--- config.mk ---
export PLATFORM = sky130hd
export DESIGN_NAME = time_set_ctrl_flat
export DESIGN_NICKNAME = d
export VERILOG_FILES = /design/src/rtl/time_set_ctrl_pkg.sv /design/src/rtl/time_set_ctrl_if.sv /design/src/rtl/time_set_ctrl_bin_to_bcd2.sv /design/src/rtl/time_set_ctrl.sv /design/src/flat_wrapper.sv
export SDC_FILE = /design/constraint.sdc
export NUM_CORES = 1
export LEC_CHECK = 0
export CAP_MARGIN = 20
export CORE_MARGIN = 5
export CORE_UTILIZATION = 57
export CTS_BUF_LIST = sky130_fd_sc_hd__clkbuf_16
export CTS_CLUSTER_SIZE = 28
export DETAILED_ROUTE_END_ITERATION = 8
export HOLD_SLACK_MARGIN = 0.15
export PLACE_DENSITY = 0.81
export SLEW_MARGIN = 15
export SYNTH_ARGS = -nofsm -noshare
export SYNTH_HDL_FRONTEND = slang
export SYNTH_SLANG_ARGS = --single-unit
--- constraint.sdc ---
create_clock -name clk -period 3.8 [get_ports clk]
set_input_delay 0.76 -clock clk [delete_from_list [all_inputs] [get_ports clk]]
set_output_delay 0.76 -clock clk [all_outputs]
set_load 0.01 [all_outputs]
--- src/rtl/time_set_ctrl_pkg.sv ---
// Shared types and limits for the time/alarm entry controller.
package time_set_ctrl_pkg;

  typedef enum logic [1:0] {
    StIdle    = 2'd0,
    StSetHour = 2'd1,
    StSetMin  = 2'd2,
    StLoad    = 2'd3
  } state_e;

  typedef enum logic {
    TgtTime  = 1'b0,
    TgtAlarm = 1'b1
  } target_e;

  localparam logic [5:0] HOUR_MAX = 6'd23;
  localparam logic [5:0] MIN_MAX  = 6'd59;

  // Wrapping +/-1 step; simultaneous up and down cancel out.
  function automatic logic [5:0] step_wrap(input logic [5:0] val, input logic [5:0] max_val,
                                           input logic up, input logic down);
    logic [5:0] res;
    res = val;
    if (up && !down) begin
      res = (val == max_val) ? 6'd0 : val + 6'd1;
    end else if (down && !up) begin
      res = (val == 6'd0) ? max_val : val - 6'd1;
    end
    return res;
  endfunction

endpackage

--- src/rtl/time_set_ctrl_if.sv ---
// Load bus from the entry controller to the clock block.
interface time_set_ctrl_if;
  logic [1:0] H_in1;
  logic [3:0] H_in0;
  logic [3:0] M_in1;
  logic [3:0] M_in0;
  logic       LD_time;
  logic       LD_alarm;

  modport master (output H_in1, H_in0, M_in1, M_in0, LD_time, LD_alarm);
  modport slave  (input  H_in1, H_in0, M_in1, M_in0, LD_time, LD_alarm);
endinterface

--- src/rtl/time_set_ctrl_bin_to_bcd2.sv ---
// Combinational 0..59 binary to two-digit BCD.
module time_set_ctrl_bin_to_bcd2 #(
  parameter int unsigned TensW = 4
) (
  input  logic [5:0]       bin_i,
  output logic [TensW-1:0] tens_o,
  output logic [3:0]       units_o
);

  logic [3:0] tens;
  logic [3:0] tens_x10;

  // Tens digit by threshold compare; units computed mod 16 since the true remainder is < 10.
  always_comb begin
    if      (bin_i >= 6'd50) tens = 4'd5;
    else if (bin_i >= 6'd40) tens = 4'd4;
    else if (bin_i >= 6'd30) tens = 4'd3;
    else if (bin_i >= 6'd20) tens = 4'd2;
    else if (bin_i >= 6'd10) tens = 4'd1;
    else                     tens = 4'd0;
    tens_x10 = tens * 4'd10;
    units_o  = bin_i[3:0] - tens_x10;
    tens_o   = TensW'(tens);
  end

endmodule

--- src/rtl/time_set_ctrl.sv ---
// Button-driven time/alarm entry controller feeding the clock block's load bus.
module time_set_ctrl
  import time_set_ctrl_pkg::*;
#(
  parameter int unsigned LOAD_HOLD = 10,
  parameter int unsigned TIMEOUT   = 1000
) (
  input  logic             clk,
  input  logic             reset,
  input  logic             btn_set,
  input  logic             btn_up,
  input  logic             btn_down,
  input  logic             sel_alarm,
  input  logic [1:0]       cur_h1,
  input  logic [3:0]       cur_h0,
  input  logic [3:0]       cur_m1,
  input  logic [3:0]       cur_m0,
  time_set_ctrl_if.master  ld_bus,
  output logic             editing,
  output logic             field_min
);

  localparam int unsigned HoldW = (LOAD_HOLD > 1) ? $clog2(LOAD_HOLD) : 1;
  localparam int unsigned TmoW  = (TIMEOUT > 1) ? $clog2(TIMEOUT) : 1;
  localparam logic [HoldW-1:0] HoldLast = HoldW'(LOAD_HOLD - 1);
  localparam logic [TmoW-1:0]  TmoLast  = TmoW'(TIMEOUT - 1);

  state_e          state_q;
  target_e         target_q;
  logic [4:0]      hour_q;
  logic [5:0]      min_q;
  logic [HoldW-1:0] hold_q;
  logic [TmoW-1:0] tmo_q;
  logic            set_q, up_q, down_q;
  logic            editing_q, field_min_q, ld_time_q, ld_alarm_q;
  logic [1:0]      h_in1_q;
  logic [3:0]      h_in0_q, m_in1_q, m_in0_q;

  logic       set_e, up_e, down_e, any_e;
  logic [5:0] h_raw;
  logic [7:0] m_raw;
  logic [4:0] hour_seed;
  logic [5:0] min_seed;
  logic [1:0] h_tens;
  logic [3:0] h_units, m_tens, m_units;

  // Rising-edge detect and clamped seed from the running clock digits.
  always_comb begin
    set_e     = btn_set & ~set_q;
    up_e      = btn_up & ~up_q;
    down_e    = btn_down & ~down_q;
    any_e     = set_e | up_e | down_e;
    h_raw     = 6'(cur_h1) * 6'd10 + 6'(cur_h0);
    m_raw     = 8'(cur_m1) * 8'd10 + 8'(cur_m0);
    hour_seed = (h_raw > HOUR_MAX) ? HOUR_MAX[4:0] : h_raw[4:0];
    min_seed  = (m_raw > 8'(MIN_MAX)) ? MIN_MAX : m_raw[5:0];
  end

  time_set_ctrl_bin_to_bcd2 #(.TensW(2)) u_hour_bcd (
    .bin_i   ({1'b0, hour_q}),
    .tens_o  (h_tens),
    .units_o (h_units)
  );

  time_set_ctrl_bin_to_bcd2 #(.TensW(4)) u_min_bcd (
    .bin_i   (min_q),
    .tens_o  (m_tens),
    .units_o (m_units)
  );

  // Edit FSM with counters and all registered outputs.
  always_ff @(posedge clk) begin
    if (reset) begin
      state_q     <= StIdle;
      target_q    <= TgtTime;
      hour_q      <= '0;
      min_q       <= '0;
      hold_q      <= '0;
      tmo_q       <= '0;
      set_q       <= 1'b0;
      up_q        <= 1'b0;
      down_q      <= 1'b0;
      editing_q   <= 1'b0;
      field_min_q <= 1'b0;
      ld_time_q   <= 1'b0;
      ld_alarm_q  <= 1'b0;
      h_in1_q     <= '0;
      h_in0_q     <= '0;
      m_in1_q     <= '0;
      m_in0_q     <= '0;
    end else begin
      set_q       <= btn_set;
      up_q        <= btn_up;
      down_q      <= btn_down;
      editing_q   <= (state_q == StSetHour) || (state_q == StSetMin);
      field_min_q <= (state_q == StSetMin);
      // BCD presented one cycle after the binary value moves; static during LOAD.
      h_in1_q     <= h_tens;
      h_in0_q     <= h_units;
      m_in1_q     <= m_tens;
      m_in0_q     <= m_units;
      case (state_q)
        StIdle: begin
          if (set_e) begin
            hour_q   <= hour_seed;
            min_q    <= min_seed;
            target_q <= target_e'(sel_alarm);
            tmo_q    <= '0;
            state_q  <= StSetHour;
          end
        end
        StSetHour: begin
          if (set_e) begin
            tmo_q   <= '0;
            state_q <= StSetMin;
          end else if (any_e) begin
            tmo_q  <= '0;
            hour_q <= 5'(step_wrap({1'b0, hour_q}, HOUR_MAX, up_e, down_e));
          end else if (tmo_q == TmoLast) begin
            state_q <= StIdle;
          end else begin
            tmo_q <= tmo_q + 1'b1;
          end
        end
        StSetMin: begin
          if (set_e) begin
            hold_q  <= '0;
            state_q <= StLoad;
            if (target_q == TgtAlarm) ld_alarm_q <= 1'b1;
            else                      ld_time_q  <= 1'b1;
          end else if (any_e) begin
            tmo_q <= '0;
            min_q <= step_wrap(min_q, MIN_MAX, up_e, down_e);
          end else if (tmo_q == TmoLast) begin
            state_q <= StIdle;
          end else begin
            tmo_q <= tmo_q + 1'b1;
          end
        end
        StLoad: begin
          if (hold_q == HoldLast) begin
            ld_time_q  <= 1'b0;
            ld_alarm_q <= 1'b0;
            state_q    <= StIdle;
          end else begin
            hold_q <= hold_q + 1'b1;
          end
        end
        default: state_q <= StIdle;
      endcase
    end
  end

  assign ld_bus.H_in1    = h_in1_q;
  assign ld_bus.H_in0    = h_in0_q;
  assign ld_bus.M_in1    = m_in1_q;
  assign ld_bus.M_in0    = m_in0_q;
  assign ld_bus.LD_time  = ld_time_q;
  assign ld_bus.LD_alarm = ld_alarm_q;
  assign editing         = editing_q;
  assign field_min       = field_min_q;

endmodule

--- src/flat_wrapper.sv ---
// flat-port wrapper written by rule: the top's interface ports become plain ports
module time_set_ctrl_flat import time_set_ctrl_pkg::*;
#(
  parameter int unsigned LOAD_HOLD = 10,
  parameter int unsigned TIMEOUT   = 1000
)
  (clk, reset, btn_set, btn_up, btn_down, sel_alarm, cur_h1, cur_h0, cur_m1, cur_m0, editing, field_min, ld_bus_H_in1, ld_bus_H_in0, ld_bus_M_in1, ld_bus_M_in0, ld_bus_LD_time, ld_bus_LD_alarm);
  time_set_ctrl_if ld_bus_i ();
  input  logic clk;
  input  logic reset;
  input  logic btn_set;
  input  logic btn_up;
  input  logic btn_down;
  input  logic sel_alarm;
  input  logic [1:0] cur_h1;
  input  logic [3:0] cur_h0;
  input  logic [3:0] cur_m1;
  input  logic [3:0] cur_m0;
  output logic editing;
  output logic field_min;
  output wire logic [$bits(ld_bus_i.H_in1)-1:0] ld_bus_H_in1;
  output wire logic [$bits(ld_bus_i.H_in0)-1:0] ld_bus_H_in0;
  output wire logic [$bits(ld_bus_i.M_in1)-1:0] ld_bus_M_in1;
  output wire logic [$bits(ld_bus_i.M_in0)-1:0] ld_bus_M_in0;
  output wire logic [$bits(ld_bus_i.LD_time)-1:0] ld_bus_LD_time;
  output wire logic [$bits(ld_bus_i.LD_alarm)-1:0] ld_bus_LD_alarm;
  assign ld_bus_H_in1 = ld_bus_i.H_in1;
  assign ld_bus_H_in0 = ld_bus_i.H_in0;
  assign ld_bus_M_in1 = ld_bus_i.M_in1;
  assign ld_bus_M_in0 = ld_bus_i.M_in0;
  assign ld_bus_LD_time = ld_bus_i.LD_time;
  assign ld_bus_LD_alarm = ld_bus_i.LD_alarm;
  time_set_ctrl #(.LOAD_HOLD(LOAD_HOLD), .TIMEOUT(TIMEOUT)) u_core (.clk(clk), .reset(reset), .btn_set(btn_set), .btn_up(btn_up), .btn_down(btn_down), .sel_alarm(sel_alarm), .cur_h1(cur_h1), .cur_h0(cur_h0), .cur_m1(cur_m1), .cur_m0(cur_m0), .ld_bus(ld_bus_i), .editing(editing), .field_min(field_min));
endmodule
==> flow_summary.yaml, run 1 <==
outcome:
  status: "completed"
timing:
  hold_viol_final: 0
  rsz0062_at_grt: "no"
  finalMaxSlewViolations: 0
  min_period_over_period_pct: 87.36
  fin_tns_setup_ns: 0
  worst_slew_pin_slew_ns: 0.5928
  maxSlewHeadroom_pct: 60.42
  finalSetupViolCount: 0
  finClkSkew_ns: 0.006669
  max_freq_mhz: 301.2
  timing.final.crit_period_ns: 3.320
  setup_slack_ns: 0.4802
critical_path:
  start_kind: "primary input"
  r2r_end: "u_core.tmo_q[9]$_SDFFE_PP0P_"
  r2r_slack_ns: 1.39
  rr_startpoint: "u_core.state_q[0]$_SDFFE_PP0P_"
  critPathKind: "primary input to flop"
  critPathCaptureType: "flop"
  cp-endpoint: "u_core.min_q[2]$_SDFFE_PP0P_"
  cp_max_fo: 4
  critPathLaunch: "cur_m1[1]"
  crit_required_ns: 3.99
  r2r_cells: 7
  cp.arrival_ns: 3.51
global_route:
  grt_pass1_vias: 2958
  gr-usage-all-layers_pct: 20.84
  antenna_found_initial: 0
  gr-total-overflow: 0
  grt_max_degree: 34
  grt_pass1_wl_mm: 12.99
cts:
  cts-htree-levels: 2
  clock_sinks: 48
  clock_latency_ns: 0.28
  cts_buffers: 5
  cts_buffer_depth: 2
  cts_tree: "done"
  cts_setup_buffers: 0
  hold_buffers: 0
  cts_resized: 0
  clkTransAtPathRegs_ns: 0.06
  root_buffer: "clkbuf_16"
placed_design:
  dp.cells: 508
  post-place-ws_ns: 0.2203
  port_buffers: 36
  place.gp.congestion: 0.8996
  dp_hpwl_mm: 5.614
synth:
  yosys.area_share.simple_pct: 22.49
  ys_types: 69
  synth_mux_area_share_pct: 0.2964
  synthAdderAreaFrac_pct: 12.89
  ys_seq_elements: 48
  synth-edff-count: 0
  syn_nets: 467
  synth_top_family_by_area: "compound AO/OA/AOI/OAI gates"
  syn_avg_cell_area_um2: 8.118
  synth_compound_area_share_pct: 23.68
  ys_seq_area_share_pct: 28.45
  netlist_area_um2: 3377
  synthFlopType: "dfxtp_1"
  syn-instance-count: 416
  async_reset_ff_share_pct: 0
  yosys_warnings: 0
  synth_xor_area_share_pct: 5.965
layout:
  area_growth_pct: 15.64
  register_area_um2: 960.9
  diodes: 0
  drive_gt1_share_pct: 4.545
  n_fill_cell: 502
  finalNonFillerCells: 515
  fin_util_pct: 66.75
  multi_input_area_um2: 2210
  fin_nets: 491
die:
  start_util_pct: 57.72
  fp.dieH_um: 86.97
  dieArea_um2: 7564
  fp.coreArea_um2: 5851
  design.portCount: 38
  die_w_um: 86.97
  row_count: 28
pwr:
  p_per_area_nw_per_um2: 388.3
  total_power_mw: 1.516
  leakagePower_nw: 1.495
  irDropWorstVdd_mv: 0.2305
drt:
  viasPerCell: 5.961
  drc: 0
  antenna_left: 0
  wl_mm: 7.351
  vias: 3070
  drt_iter0_drc: 206
  post_drt_wl_per_cell_um: 14.27
  first_pass_iters: 6
run:
  maxCapViolCount: 0
min_path:
  min_path_type: "flop to flop"
power breakdown:
part	leakage (nW)	total (mW)	switching, mW	internal [mW]
clock network	0.0673	0.421	0.182	0.239
registers	0.392	0.611	0.0596	0.551
logic	1.04	0.485	0.251	0.234
cells in the mapped netlist (all sizes together) (3+ instances only):
cell | n | share of area (%)
nand2 | 33 | 3.7
inv | 30 | 3.3
nand3 | 13 | 1.9
and3b | 3 | 0.78
nand4 | 8 | 1.5
o2111ai | 4 | 1.0
o211ai | 4 | 0.89
a31oi | 6 | 1.1
nor2b | 13 | 2.4
o211a | 3 | 0.89
fa | 5 | 3.0
dfxtp | 48 | 28
a221oi | 4 | 1.2
and2 | 6 | 1.1
xor2 | 8 | 2.1
clkbuf | 18 | 2.0
o21ai | 24 | 3.6
nor3 | 7 | 1.0
buf | 5 | 0.78
a21oi | 25 | 3.7
or3 | 3 | 0.56
nor4 | 4 | 1.6
a211oi | 5 | 1.5
nor2 | 36 | 4.0
xnor2 | 15 | 3.9
o21a | 6 | 1.3
ha | 26 | 9.6
a211o | 3 | 0.78
nand2b | 8 | 1.5
critical path: stages:
cell and delay (ns):
clkdlybuf4s50_1 0.45, ha_1 0.33, ha_1 0.21, fa_1 0.45, xnor2_1 0.30, o21ai_1 0.14
a221oi_2 0.35, buf_4 0.19, o211ai_1 0.08, a221oi_1 0.24
cell usage in the layout, fill, tap and decap left out, types with 5 or more instances in the layout:
cell type,n
clkbuf_16,5
o21a_1,6
nand2_1,33
nand3_1,13
nand4_1,8
o21ai_1,9
nor3_1,7
o21ai_0,15
a21oi_1,25
xor2_1,8
nand2b_1,8
fa_1,5
ha_1,26
nor2_1,36
dfxtp_1,48
and2_1,6
a31oi_1,6
inv_1,28
nor2b_1,13
xnor2_1,15
clkdlybuf4s50_1,36
cells by family (layout without fill, tap and decap cells):
family / count (synthesis) / count (layout)
AND/OR/NAND/NOR: 145 / 145
buffers and inverters: 53 / 77
flip-flops: 48 / 48
AO/OA/AOI/OAI: 113 / 113
adder cells (fa/ha/maj): 32 / 32
XOR/XNOR: 23 / 23
multiplexers: 1 / 1
other: 1 / 1
state kept, by name, indices dropped and copies added (netlist names):
register	flops
u_core.tmo_q	10
u_core.min_q	6
u_core.hour_q	5
u_core.hold_q	4
u_core.ld_bus.H_in0	4
u_core.ld_bus.M_in0	4
u_core.ld_bus.M_in1	3
u_core.ld_bus.H_in1	2
u_core.state_q	2
u_core.down_q	1
u_core.editing	1
u_core.field_min	1
u_core.ld_bus.LD_alarm	1
u_core.ld_bus.LD_time	1
u_core.set_q	1
u_core.target_q	1
u_core.up_q	1
metrics by stage:
stage	instance area, µm²	hold WS [ns]
after CTS	3905	0.4743
after global routing	3905	0.4985
after detailed placement	3767	0.4665
after global placement	3767	0.4539
final	3905	0.4707
after floorplan	3377	0.4402
how the worst min path moves through the flow:
stage                                            start                            to  slack [ns]  depth (start not counted)
final                     u_core.tmo_q[9]$_SDFFE_PP0P_  u_core.tmo_q[9]$_SDFFE_PP0P_        0.47                          2
after CTS                 u_core.tmo_q[9]$_SDFFE_PP0P_  u_core.tmo_q[9]$_SDFFE_PP0P_        0.47                          2
after global placement    u_core.tmo_q[9]$_SDFFE_PP0P_  u_core.tmo_q[9]$_SDFFE_PP0P_        0.45                          2
after floorplan           u_core.tmo_q[9]$_SDFFE_PP0P_  u_core.tmo_q[9]$_SDFFE_PP0P_        0.44                          2
after detailed placement  u_core.tmo_q[9]$_SDFFE_PP0P_  u_core.tmo_q[9]$_SDFFE_PP0P_        0.47                          2
after global routing      u_core.tmo_q[9]$_SDFFE_PP0P_  u_core.tmo_q[9]$_SDFFE_PP0P_        0.50                          2
cell type report:
class,count,share of cell area (%)
multi-input combinational,315,56.58
sequential,48,24.61
timing repair buffer,40,9.997
clock buffer,5,3.204
inverter,30,2.884
tap,75,2.403
clock inverter,2,0.3204
metal layers:
metal	routed length (µm)	share of wire, %	track usage (%)
met3	404	5.5	3.217
met5	0	0	0
met1	3256	44	25.92
met4	104	1.4	7.649
met2	3585	49	36.16
Note: power is estimated with default switching activity, not from simulation.
==> run 2, diff against run 1 <==
--- a/config.mk
+++ b/config.mk
@@ -12,7 +12,7 @@
 export CTS_CLUSTER_SIZE = 28
 export DETAILED_ROUTE_END_ITERATION = 8
 export HOLD_SLACK_MARGIN = 0.15
-export PLACE_DENSITY = 0.81
+export PLACE_DENSITY = 0.83
 export SLEW_MARGIN = 15
 export SYNTH_ARGS = -nofsm -noshare
 export SYNTH_HDL_FRONTEND = slang
==> constraint.sdc (replaced) <==
create_clock -name clk -period 3.7 [get_ports clk]
set_input_delay 0.74 -clock clk [delete_from_list [all_inputs] [get_ports clk]]
set_output_delay 0.74 -clock clk [all_outputs]
set_load 0.01 [all_outputs]
==> run 2 against run 1 <==
Via count up 0.78%. Global-route usage down 0.30 points. Core utilization increased by 1.1 points. Non-clock buffer count grew 1. Combinational power rose by 5.2%. Sequential power is 2% higher. Die area stayed put.
==> flow_summary.yaml, run 2 (same netlist as run 1, synthesis figures left out) <==
placed_design:
  place.gp.congestion: 0.8928
  post-place-ws_ns: 0.09220
  port_buffers: 36
  placed_area_um2: 3775
  dp_hpwl_mm: 5.472
timing:
  finalSetupViolCount: 0
  fin_tns_setup_ns: 0
  maxSlewHeadroom_pct: 59.15
  setup_slack_ns: 0.3130
  holdWs_ns: 0.4698
  finClkSkew_ns: 0.01033
  timing.final.crit_period_ns: 3.387
  hold_viol_final: 0
  max_freq_mhz: 295.2
  rsz0062_at_grt: "no"
  finalMaxSlewViolations: 0
  worst_slew_pin_slew_ns: 0.6127
  min_period_over_period_pct: 91.54
drt:
  first_pass_iters: 5
  antenna_left: 0
  wl_mm: 7.581
  drt_iter0_drc: 154
  drc: 0
  viasPerCell: 5.985
  vias: 3094
  post_drt_wl_per_cell_um: 14.66
cts:
  clkTransAtPathRegs_ns: 0.07
  cts_buffers: 5
  cts_buffer_depth: 2
  cts-htree-levels: 2
  clock_sinks: 48
  clock_latency_ns: 0.29
  cts_tree: "done"
  root_buffer: "clkbuf_16"
  hold_buffers: 0
  cts_setup_buffers: 0
  cts_resized: 0
layout:
  drive_gt1_share_pct: 5.204
  largest-register: "u_core.tmo_q"
  fin_util_pct: 67.84
  top_regs: "u_core.tmo_q: 10 flops, u_core.min_q: 6 flops, u_core.hour_q: 5 flops"
  area_growth_pct: 17.53
  mostFrequentLayoutCells: "dfxtp_1 (48), nor2_1 (36), clkdlybuf4s50_1 (36), nand2_1 (33), inv_1 (28)"
  largest_register_ffs: 10
  fin_nets: 492
  stdcell_area_um2: 3969
  diodes: 0
  mostFrequentLayoutCell: "dfxtp_1"
critical_path:
  cp_max_fo: 4
  cp-endpoint: "u_core.min_q[0]$_SDFFE_PP0P_"
  r2r_cells: 7
  r2r_end: "u_core.tmo_q[9]$_SDFFE_PP0P_"
  rr_startpoint: "u_core.state_q[0]$_SDFFE_PP0P_"
  critPathCaptureType: "flop"
  critPathLaunch: "cur_m1[1]"
  critPathKind: "primary input to flop"
  crit_required_ns: 3.88
  start_kind: "primary input"
  r2r_slack_ns: 1.27
  cp.arrival_ns: 3.56
min_path:
  hold_start: "u_core.tmo_q[9]$_SDFFE_PP0P_"
  min_path_type: "flop to flop"
die:
  fp.dieH_um: 86.97
  die_w_um: 86.97
  row_count: 28
  start_util_pct: 57.72
  fp.coreArea_um2: 5851
  design.portCount: 38
  dieArea_um2: 7564
pwr:
  irDropWorstVdd_mv: 0.2649
  leakagePower_nw: 1.527
  p_per_area_nw_per_um2: 434.5
global_route:
  antenna_found_initial: 0
  gr-total-overflow: 0
  grt_max_degree: 34
  grt_pass1_vias: 2798
  grt_pass1_wl_mm: 12.67
  gr-usage-all-layers_pct: 20.54
run:
  maxCapViolCount: 0
outcome:
  status: "completed"
-- run 2: changes by cell type in the layout (fill, tap and decap cells not counted), sizes merged --
cell	delta
buf	+1
clkinv	-2
inv	+1
bufinv	+2
-- run 2: worst min path at each step --
stage | endpoint | slack [ns] | depth (start not counted)
2_1_floorplan | u_core.tmo_q[9]$_SDFFE_PP0P_ | 0.44 | 2
3_3_place_gp | u_core.tmo_q[9]$_SDFFE_PP0P_ | 0.45 | 2
3_5_place_dp | u_core.tmo_q[9]$_SDFFE_PP0P_ | 0.46 | 2
4_1_cts | u_core.tmo_q[9]$_SDFFE_PP0P_ | 0.47 | 2
5_1_grt | u_core.tmo_q[9]$_SDFFE_PP0P_ | 0.49 | 2
6_report | u_core.tmo_q[9]$_SDFFE_PP0P_ | 0.47 | 2
-- run 2: per-stage QoR --
stage	cells	total power, mW
6_report	517	1.724
5_1_grt	517	1.825
4_1_cts	517	1.732
3_5_place_dp	509	1.138
3_3_place_gp	509	1.117
2_1_floorplan	416	0.9797
-- run 2: where the power goes --
group / total (mW) / switching, mW / internal, mW / leakage, nW
Sequential: 0.625 / 0.0594 / 0.566 / 0.392
Clock: 0.589 / 0.200 / 0.390 / 0.0944
Combinational: 0.510 / 0.267 / 0.243 / 1.04
-- run 2: area by class of cell --
cell class,instances,area [µm²]
Multi-Input combinational cell,315,2210
Fill cell,470,1882
Clock inverter,3,68.82
Sequential cell,48,960.9
Tap cell,75,93.84
Inverter,30,112.6
Timing Repair Buffer,41,397.9
Clock buffer,5,125.1
-- run 2: critical path, stage by stage --
cell	delay, ns
clkdlybuf4s50_1	0.46
ha_1	0.33
ha_1	0.22
fa_1	0.45
xnor2_1	0.25
buf_4	0.16
xnor2_1	0.06
o31ai_1	0.42
o21ai_0	0.16
o311a_1	0.30
-- run 2: layer usage --
metal / up-vias / share of wire [%] / GRT usage [%]
met4: 0 / 1.1 / 6.657
met1: 1460 / 43 / 25.67
met2: 90 / 51 / 35.82
met3: 8 / 5.4 / 3.311
met5: - / 0 / 0
li1: 1536 / - / -
==> run 3, diff against run 2 <==
--- a/config.mk
+++ b/config.mk
@@ -7,12 +7,12 @@
 export LEC_CHECK = 0
 export CAP_MARGIN = 20
 export CORE_MARGIN = 5
-export CORE_UTILIZATION = 57
+export CORE_UTILIZATION = 50
 export CTS_BUF_LIST = sky130_fd_sc_hd__clkbuf_16
 export CTS_CLUSTER_SIZE = 28
 export DETAILED_ROUTE_END_ITERATION = 8
-export HOLD_SLACK_MARGIN = 0.15
-export PLACE_DENSITY = 0.83
+export HOLD_SLACK_MARGIN = 0.12
+export PLACE_DENSITY = 0.74
 export SLEW_MARGIN = 15
 export SYNTH_ARGS = -nofsm -noshare
 export SYNTH_HDL_FRONTEND = slang
==> run 3 against run 2 <==
Sequential cell count stayed put. Clock power down 12%. Register-to-register slack hardly changed. Wire length fell by 5.1%. Combinational power down 3%. Worst hold slack gained 0.0097 ns. Power shrank 5.0%. Core utilization is 8.8 points lower. Non-clock buffer count fell by 1. Critical path type unchanged. Largest cell class unchanged. Largest power group unchanged. Highest routed layer unchanged.
==> flow_summary.yaml, run 3 (same netlist as run 1, synthesis figures left out) <==
drt:
  antenna_left: 0
  vias: 3051
  viasPerCell: 5.856
  drc: 0
  drt_iter0_drc: 105
  post_drt_wl_per_cell_um: 13.81
  wl_mm: 7.193
  first_pass_iters: 5
pwr:
  intPower_mw: 1.123
  total_power_mw: 1.638
  p_seq_share_pct: 38.1
  irDropWorstVdd_mv: 0.2040
  p_clk_share_pct: 31.6
  leakagePower_nw: 1.507
  p_per_area_nw_per_um2: 415.6
  switching_share_pct: 31.42
  switchingPower_mw: 0.5147
  pwr-share-comb_pct: 30.3
layout:
  fin_nets: 491
  drive_gt1_share_pct: 4.989
  largest_register_ffs: 10
  mostFrequentLayoutCells: "dfxtp_1 (48), nor2_1 (36), clkdlybuf4s50_1 (36), nand2_1 (33), inv_1 (28)"
  top_regs: "u_core.tmo_q: 10 flops, u_core.min_q: 6 flops, u_core.hour_q: 5 flops"
  fin_util_pct: 58.99
  area_growth_pct: 16.71
  largest-register: "u_core.tmo_q"
  diodes: 0
  stdcell_area_um2: 3941
  mostFrequentLayoutCell: "dfxtp_1"
global_route:
  grt_pass1_vias: 2749
  grt_pass1_wl_mm: 12.30
  grt_max_degree: 34
  busiest_layer: "met2"
  antenna_found_initial: 0
  use_met2_pct: 29.62
  gr-usage-met3_pct: 3.527
  gr-total-overflow: 0
  gr-usage-all-layers_pct: 17.45
  met1_usage_pct: 21.83
die:
  start_util_pct: 50.54
  fp.dieH_um: 92.18
  die_w_um: 92.18
  row_count: 30
  design.portCount: 38
  fp.coreArea_um2: 6681
  dieArea_um2: 8497
critical_path:
  crit_top_cell: "ha_1"
  critPathCaptureType: "flop"
  crit_chain: "clkdlybuf4s50_1, ha_1, ha_1, fa_1, xnor2_1, o21ai_1, a221oi_2, buf_4, o211ai_1, a221oi_1"
  critPathMaxStageDelay_ns: 0.46
  crit_slowest_cell: "fa_1"
  critPathKind: "primary input to flop"
  path_buf_inv: 2
  cp_max_fo: 4
  cp.arrival_ns: 3.52
  path_delay_family: "adder cells"
  crit_required_ns: 3.89
  start_kind: "primary input"
run:
  maxCapViolCount: 0
placed_design:
  port_buffers: 36
  placed_area_um2: 3774
  dp_hpwl_mm: 5.358
  place.gp.congestion: 0.8393
cts:
  clkTransAtPathRegs_ns: 0.06
  root_buffer: "clkbuf_16"
  clock_latency_ns: 0.29
  cts_setup_buffers: 0
  cts-htree-levels: 2
  hold_buffers: 0
  cts_resized: 0
  cts_tree: "done"
  cts_buffer_depth: 2
  clock_sinks: 48
  cts_buffers: 5
timing:
  worst_slew_pin_slew_ns: 0.6250
  hold_viol_final: 0
  finalSetupViolCount: 0
  rsz0062_at_grt: "no"
  fin_tns_setup_ns: 0
  min_period_over_period_pct: 90.09
  maxSlewHeadroom_pct: 58.27
  finalMaxSlewViolations: 0
  timing.final.crit_period_ns: 3.333
  finClkSkew_ns: 0.005631
  max_freq_mhz: 300.0
outcome:
  status: "completed"
min_path:
  min_path_type: "flop to flop"
## run 3: power by group through the flow
stage | sequential [mW] | combinational [mW] | clock, mW
after global routing | 0.634 | 0.553 | 0.559
after floorplan | 0.612 | 0.367 | 0
after detailed placement | 0.636 | 0.494 | 0
after CTS | 0.624 | 0.498 | 0.529
final | 0.625 | 0.496 | 0.517
after global placement | 0.634 | 0.485 | 0
## run 3: per-stage QoR
step	worst slack, ns	std cells	hold WS, ns
3_5_place_dp	0.09831	513	0.4693
3_3_place_gp	0.2153	513	0.4554
2_1_floorplan	0.7253	416	0.4402
6_report	0.3668	521	0.4795
5_1_grt	0.2254	521	0.5044
4_1_cts	0.3729	521	0.4780
## run 3: cell type report
cell class              count  area, µm²
inverters                  30      112.6
clock buffers               5      125.1
flip-flops and latches     48      960.9
repair buffers             40      390.4
clock inverters             3      42.54
well taps                  80      100.1
multi-input cells         315       2210
fillers                   630       2740
## run 3: final timing paths
check | start | to | slack [ns] | cells after the start
setup / recovery | cur_m1[1] | u_core.min_q[2]$_SDFFE_PP0P_ | 0.37 | 10
hold / removal | u_core.tmo_q[9]$_SDFFE_PP0P_ | u_core.tmo_q[9]$_SDFFE_PP0P_ | 0.48 | 2
setup reg to reg | u_core.state_q[0]$_SDFFE_PP0P_ | u_core.tmo_q[9]$_SDFFE_PP0P_ | 1.28 | 7
hold reg to reg | u_core.tmo_q[9]$_SDFFE_PP0P_ | u_core.tmo_q[9]$_SDFFE_PP0P_ | 0.48 | 2
## run 3: routing by layer
layer | wire length [µm] | part of all wire (%)
met1 | 3325 | 46
met4 | 109 | 1.5
met3 | 297 | 4.1
met5 | 0 | 0
met2 | 3461 | 48
## run 3: worst register-to-register path, cell delays in order (launching register included)
cell	delay, ns
dfxtp_1	0.38
inv_1	0.10
ha_1	0.43
and3b_1	0.37
a211oi_4	0.32
nand2_1	0.11
or4_1	0.51
a21oi_1	0.15
